==> config.mk <==
export PLATFORM = sky130hd
export DESIGN_NAME = fetch_sequencer
export DESIGN_NICKNAME = d
export VERILOG_FILES = /design/src/rtl/fetch_pkg.sv /design/src/rtl/fetch_sequencer.sv
export SDC_FILE = /design/constraint.sdc
export NUM_CORES = 1
export LEC_CHECK = 0
export CAP_MARGIN = 20
export CORE_MARGIN = 4
export CORE_UTILIZATION = 34
export CTS_CLUSTER_SIZE = 25
export DETAILED_ROUTE_END_ITERATION = 16
export GPL_TIMING_DRIVEN = 0
export PLACE_DENSITY = 0.78
export SLEW_MARGIN = 20
export SYNTH_ARGS = -nofsm -noshare
export SYNTH_HDL_FRONTEND = slang
export SYNTH_SLANG_ARGS = --single-unit
export TNS_END_PERCENT = 20
==> constraint.sdc <==
create_clock -name clk -period 2.1 [get_ports clk]
set_input_delay 0.315 -clock clk [delete_from_list [all_inputs] [get_ports clk]]
set_output_delay 0.315 -clock clk [all_outputs]
set_load 0.02 [all_outputs]
==> src/rtl/fetch_pkg.sv <==
// Shared types and defaults for the instruction-fetch sequencer.
package fetch_pkg;

  localparam int DATA_W = 8;

  // Default PC vector and the opcode bit that flags a two-byte instruction.
  localparam logic [DATA_W-1:0] RESET_VECTOR_DEF = 8'h00;
  localparam int                LONG_BIT_DEF     = 7;

  typedef enum logic [1:0] {
    IDLE    = 2'd0,
    REQ_OP  = 2'd1,
    REQ_ARG = 2'd2,
    ISSUE   = 2'd3
  } fetch_state_t;

endpackage

==> src/rtl/fetch_sequencer.sv <==
// Instruction-fetch sequencer: steers the external program counter, reads
// one- or two-byte instructions over req/ack and hands them to the decoder
// under valid/ready.
//
// state   | meaning
// --------+-----------------------------------------------------------
// IDLE    | post-reset settle cycle, PC held at the vector
// REQ_OP  | requesting the opcode byte at the current PC
// REQ_ARG | requesting the operand byte of a long instruction
// ISSUE   | instruction presented to the decoder, waiting for ready
module fetch_sequencer
  import fetch_pkg::*;
#(
  parameter logic [DATA_W-1:0] RESET_VECTOR = RESET_VECTOR_DEF,
  parameter int                LONG_BIT     = LONG_BIT_DEF
) (
  input  logic              clk,
  input  logic              reset,
  input  logic [DATA_W-1:0] pc_in,
  output logic              pc_sel,
  output logic [DATA_W-1:0] pc_load_val,
  output logic              pc_down,
  output logic              mem_req,
  output logic [DATA_W-1:0] mem_addr,
  input  logic              mem_ack,
  input  logic [DATA_W-1:0] mem_rdata,
  input  logic              branch_valid,
  input  logic [DATA_W-1:0] branch_target,
  output logic              instr_valid,
  input  logic              instr_ready,
  output logic [DATA_W-1:0] instr_opcode,
  output logic [DATA_W-1:0] instr_operand,
  output logic              instr_long
);

  fetch_state_t state_q;
  fetch_state_t state_d;
  logic         in_req;
  logic         ack_taken;

  assign in_req    = (state_q == REQ_OP) || (state_q == REQ_ARG);
  // A branch in the same cycle wins, so its ack is simply dropped.
  assign ack_taken = in_req && mem_ack && !branch_valid;

  // Next-state decode; a branch always restarts fetching at the target.
  always_comb begin
    state_d = state_q;
    case (state_q)
      IDLE:    state_d = REQ_OP;
      REQ_OP:  if (mem_ack) state_d = mem_rdata[LONG_BIT] ? REQ_ARG : ISSUE;
      REQ_ARG: if (mem_ack) state_d = ISSUE;
      ISSUE:   if (instr_ready) state_d = REQ_OP;
      default: state_d = IDLE;
    endcase
    if (branch_valid) state_d = REQ_OP;
  end

  // PC steering: hold by reloading the current value, count only on a taken ack.
  always_comb begin
    pc_sel      = 1'b1;
    pc_load_val = pc_in;
    if (!reset) begin
      pc_load_val = RESET_VECTOR;
    end else if (branch_valid) begin
      pc_load_val = branch_target;
    end else if (ack_taken) begin
      pc_sel = 1'b0;
    end
  end

  // State register and instruction capture.
  always_ff @(posedge clk) begin
    if (!reset) begin
      state_q       <= IDLE;
      instr_opcode  <= '0;
      instr_operand <= '0;
      instr_long    <= 1'b0;
    end else begin
      state_q <= state_d;
      if (ack_taken && (state_q == REQ_OP)) begin
        instr_opcode  <= mem_rdata;
        instr_operand <= '0;
        instr_long    <= 1'b0;
      end
      if (ack_taken && (state_q == REQ_ARG)) begin
        instr_operand <= mem_rdata;
        instr_long    <= 1'b1;
      end
    end
  end

  assign mem_req     = in_req;
  assign instr_valid = (state_q == ISSUE);
  assign mem_addr    = pc_in;
  assign pc_down     = 1'b0;

endmodule

## Word level (Yosys, flattened, before mapping)

Index checks and enable logic that the tools add are counted.

- Register bits: 19
- Latch bits: 0
- Bits in writable memories: 0
- Bits in read-only memories: 0
- Input bits: 29
- Output and inout bits: 37
- Word-level logic and storage cells: 41
- Memories: 0

- Add/subtract/negate cells: 0
- $mul: 0
- Div/mod/pow operators: 0
- $lt $le $gt $ge: 0
- Equality and inequality tests: 9
- Shift-type cells: 0
- Multiplexer cells: 15
- Bitwise gates (word level): 1
- Reductions and logical operators: 11

Operators by type and width:

| kind | count |
|---|---|
| $mux W8 | 4 |
| $pmux W2 S4 | 1 |
| $mux W1 | 7 |
| $mux W2 | 3 |
| $ne A3 B3 Y1 const B | 2 |
| $reduce_and A3 Y1 | 2 |
| $eq A2 B2 Y1 const B | 2 |
| $logic_and A1 B1 Y1 | 4 |
| $ne A2 B2 Y1 const B | 2 |
| $ne A3 B2 Y1 const B | 1 |
| $eq A2 B1 Y1 const B | 1 |
| $logic_not A2 Y1 | 1 |
| $ne A2 B1 Y1 const B | 1 |
| $reduce_bool A2 Y1 | 1 |
| $reduce_or A2 Y1 | 1 |
| $logic_not A1 Y1 | 1 |
| $logic_or A1 B1 Y1 | 1 |
| $not A1 Y1 | 1 |

## Longest topological paths before layout

- Depth after elaboration: 7
- Depth in mapped cells: 6
- Gate-level depth less buffers: 5

## Least setup slack after synthesis

No wires, ideal clock.

- Path type: register to output
- Start: register state_q[0]
- End: output pc_sel
- Arrival time: 1.177 ns
- Data required time: 1.785 ns
- Path slack: 0.608 ns
- Cell stages (with the launch flop): 5
- Buffers on the path: 0
- Cells stage by stage: dfxtp_1 -> inv_1 -> ha_1 -> nor3b_2 -> nand2_1

- Word-level cells in the longest chain between the ends: 7
- Elaborated cells on any way between the ends: 8
- Classes of those cells: eq/ne: 2; mux: 3; reduce/logical: 3

RTL lines:

| what | line | source |
|---|---|---|
| from (decl) | fetch_sequencer.sv:36 | `fetch_state_t state_q;` |
| from (signal assigned) | fetch_sequencer.sv:79 | `state_q <= state_d;` |
| $eq A2 B1 Y1 / $eq A2 B2 Y1 (equally long branches) | fetch_sequencer.sv:41 | `assign in_req = (state_q == REQ_OP) \|\| (state_q == REQ_ARG);` |
| $logic_or A1 B1 Y1 * | fetch_sequencer.sv:41 |  |
| $logic_and A1 B1 Y1 * (2 in a row) | fetch_sequencer.sv:43 | `assign ack_taken = in_req && mem_ack && !branch_valid;` |
| $mux W1 * | fetch_sequencer.sv:66 | `end else if (ack_taken) begin` |
| $mux W1 * | fetch_sequencer.sv:64 | `end else if (branch_valid) begin` |
| $mux W1 * | fetch_sequencer.sv:62 | `if (!reset) begin` |
| to (decl) | fetch_sequencer.sv:20 | `output logic pc_sel,` |

Every way passes the cells marked *; elsewhere a longest branch is shown, timed or not.

## Worst setup path after layout

- Start: input branch_valid
- End: output pc_load_val[2]

- Word-level cells in the longest chain between the ends: 2

RTL lines:

| what | line | source |
|---|---|---|
| from (decl) | fetch_sequencer.sv:27 | `input logic branch_valid,` |
| $mux W8 | fetch_sequencer.sv:64 |  |
| $mux W8 | fetch_sequencer.sv:62 |  |
| to (decl) | fetch_sequencer.sv:21 | `output logic [DATA_W-1:0] pc_load_val,` |

No other way between the ends.

==> impl_metrics.json <==
{
  "status": "complete, no violations",
  "async_reset_ff_share_pct": 0,
  "leakage_nw": 0.708,
  "wire_per_inst_microns": 13.5,
  "synth_edf_count": 0,
  "gp_congestion": 0.781,
  "internal_power_w": 0.000577,
  "slew_violations": 0,
  "power.share.combinational_pct": 31.4,
  "synth_top_area_share_pct": 39.9,
  "power.density_nw_per_um2": 488,
  "cts.sinks": 19,
  "fin_crit_sh_pct": 96.4,
  "antenna_found_initial": 0,
  "multi_input_area_sq_um": 459,
  "clk_pin_slew_worst_paths_ns": 0.11,
  "cts_buffers": 3,
  "io_buffers": 64,
  "ant_nets": 0,
  "detailedRoute.firstIterationViolations": 33,
  "yosys-top-cells-count": "dfxtp_1 (19), nand2_1 (17), a21oi_1 (9), buf_4 (9), nor2_1 (9)",
  "hp-class": "flop to flop",
  "hold_viol": 0,
  "pwr-share-seq_pct": 46.6,
  "ys.flop_type": "dfxtp_1",
  "start_util_pct": 37.1,
  "setup_viol": 0,
  "syn_to_final_growth_pct": 74.9,
  "grt_remaining_overflow": 0,
  "start_kind": "input port",
  "wirelength_microns": 2770,
  "drt_pre_antenna_iters": 4,
  "cts.path.max_buffers": 2,
  "ir_drop_mv": 0.449,
  "total_power_w": 0.000812,
  "endpoint_kind": "output pin",
  "ys_types": 26,
  "syn_inst": 108,
  "clk_latency_ns": 0.29,
  "rows": 18,
  "fmax_mhz": 494,
  "synth_area_leaders": "dfxtp_1 (40%), mux2i_1 (8.4%), a22o_1 (7.4%)",
  "ys_warn_count": 0,
  "synth_nets": 140,
  "core-area_sq_um": 2570,
  "finalCoreUtilization_pct": 64.9,
  "vias": 1000,
  "syn_area_sq_um": 952,
  "synth_most_common_cell": "dfxtp_1",
  "die_w_microns": 60.9,
  "worstPathArrival_ns": 1.71,
  "period_needed_ns": 2.03,
  "fin_worst_skew_ns": 0.00401,
  "grt_usage_pct": 15.3,
  "min_path_cells": 2,
  "whs_ns": 0.467,
  "cts_root_buf": "clkbuf_4",
  "crit_type": "input port to output pin",
  "dpl.hpwl_microns": 2230,
  "num_io_pins": 66,
  "avgSynthCellArea_sq_um": 8.82,
  "grt_first_pass_wirelength_microns": 4350,
  "clockPowerShare_pct": 22.0,
  "num-fill-cells": 218,
  "p_sw_w": 0.000235,
  "via_per_inst": 4.85,
  "synth_seq_area_share_pct": 39.9,
  "grt_start_max_net_pins": 20,
  "htree_levels": 1,
  "final-seq-area_sq_um": 382,
  "antenna_cells": 0,
  "drc": 0,
  "grt_pass1_vias": 1046,
  "ys_ff_latch": 19,
  "cts_tree": "built",
  "swShare_pct": 29.0,
  "critPathRequiredTime_ns": 1.78,
  "die_h_microns": 60.9,
  "reg2reg_depth": 6,
  "nNetsFinal": 209,
  "critical_path.max_fanout": 10,
  "cap_violations": 0,
  "die_area_sq_um": 3710,
  "synth_top_area_cell": "dfxtp_1",
  "drive_gt1_share_pct": 13.1
}
[cells in the final DEF, fill, tap and decap left out, types with 2 or more instances in the layout]
cell type        netlist  layout
a21oi_1                9       9
a22o_1                 8       8
and3_1                 2       2
buf_2                  4       3
buf_4                  9      10
buf_6                  1       2
clkbuf_4               0       3
clkdlybuf4s50_1        0      54
dfxtp_1               19      18
dlygate4sd2_1          0      10
ha_1                   3       2
inv_1                  5       5
mux2i_1                8       8
nand2_1               17      17
nor2_1                 9       9
[area by class of cell]
cell class | instances | share of cell area (%)
repair buffers | 65 | 38.2
well taps | 30 | 2.25
clock buffers | 3 | 1.35
clock inverters | 1 | 0.301
plain buffers | 14 | 6.31
flip-flops and latches | 19 | 22.9
inverters | 5 | 1.13
multi-input cells | 69 | 27.6
[power by group through the flow]
stage                     Sequential [W]  Clock [W]  Combinational, W
after global routing            0.000380   0.000209          0.000276
after detailed placement        0.000386          0          0.000259
final                           0.000378   0.000179          0.000255
after global placement          0.000385          0          0.000254
after floorplan                 0.000391          0          0.000121
after CTS                       0.000378   0.000186          0.000254
[flip-flops by register name (all words and copies together), names as in the netlist]
| name | cells |
|---|---|
| instr_long | 1 |
| state_q | 2 |
| instr_opcode | 8 |
| instr_operand | 8 |
[cells by family after synthesis]
logic type | synth area share, %
other | 0.394
buffers and inverters | 12.7
DFF | 39.9
and+or+nand+nor | 17.3
AOI/OAI and AO/OA | 17.2
muxes | 8.41
adders and majority gates | 3.94
[worst max-delay path, stage by stage]
cell,delay (ns)
clkdlybuf4s50_1,0.59
buf_6,0.20
mux2i_1,0.22
nor2_1,0.05
dlygate4sd2_1,0.33
[stage by stage]
stage / worst slack [ns] / area [sq um] / std cells / TNS, ns
after floorplan: 0.608 / 952 / 108 / 0
after CTS: -0.0545 / 1650 / 205 / -0.0545
after global placement: -0.270 / 1630 / 202 / -2.12
after detailed placement: -0.349 / 1630 / 202 / -2.65
final: 0.0748 / 1670 / 206 / 0
after global routing: -0.0107 / 1670 / 206 / -0.0107
[layer usage]
layer / up-vias / GRT usage (%) / share of wire, %
li1: 500 / - / -
met1: 441 / 16.6 / 39
met2: 57 / 26.3 / 46
met3: 2 / 7.66 / 15
met4: 0 / 4.02 / 0.22
met5: - / 0 / 0
[final timing paths]
check	end	slack (ns)	startpoint
worst max-delay path	pc_load_val[2]	0.07	branch_valid
worst min-delay path	instr_opcode[3]	0.47	instr_opcode[3]
worst max register to register	instr_operand[7]	0.49	state_q[0]
worst min register to register	instr_opcode[3]	0.47	instr_opcode[3]
[timing repair]
item / 4_1_cts / 5_1_grt
gates resized for setup: 13 / 2
pin swaps: 0 / 1
buffers inserted: 0 / 1
hold buffers: 0 / 0
setup endpoints to repair: 10 / 1
(Power assumes the default switching activity.)
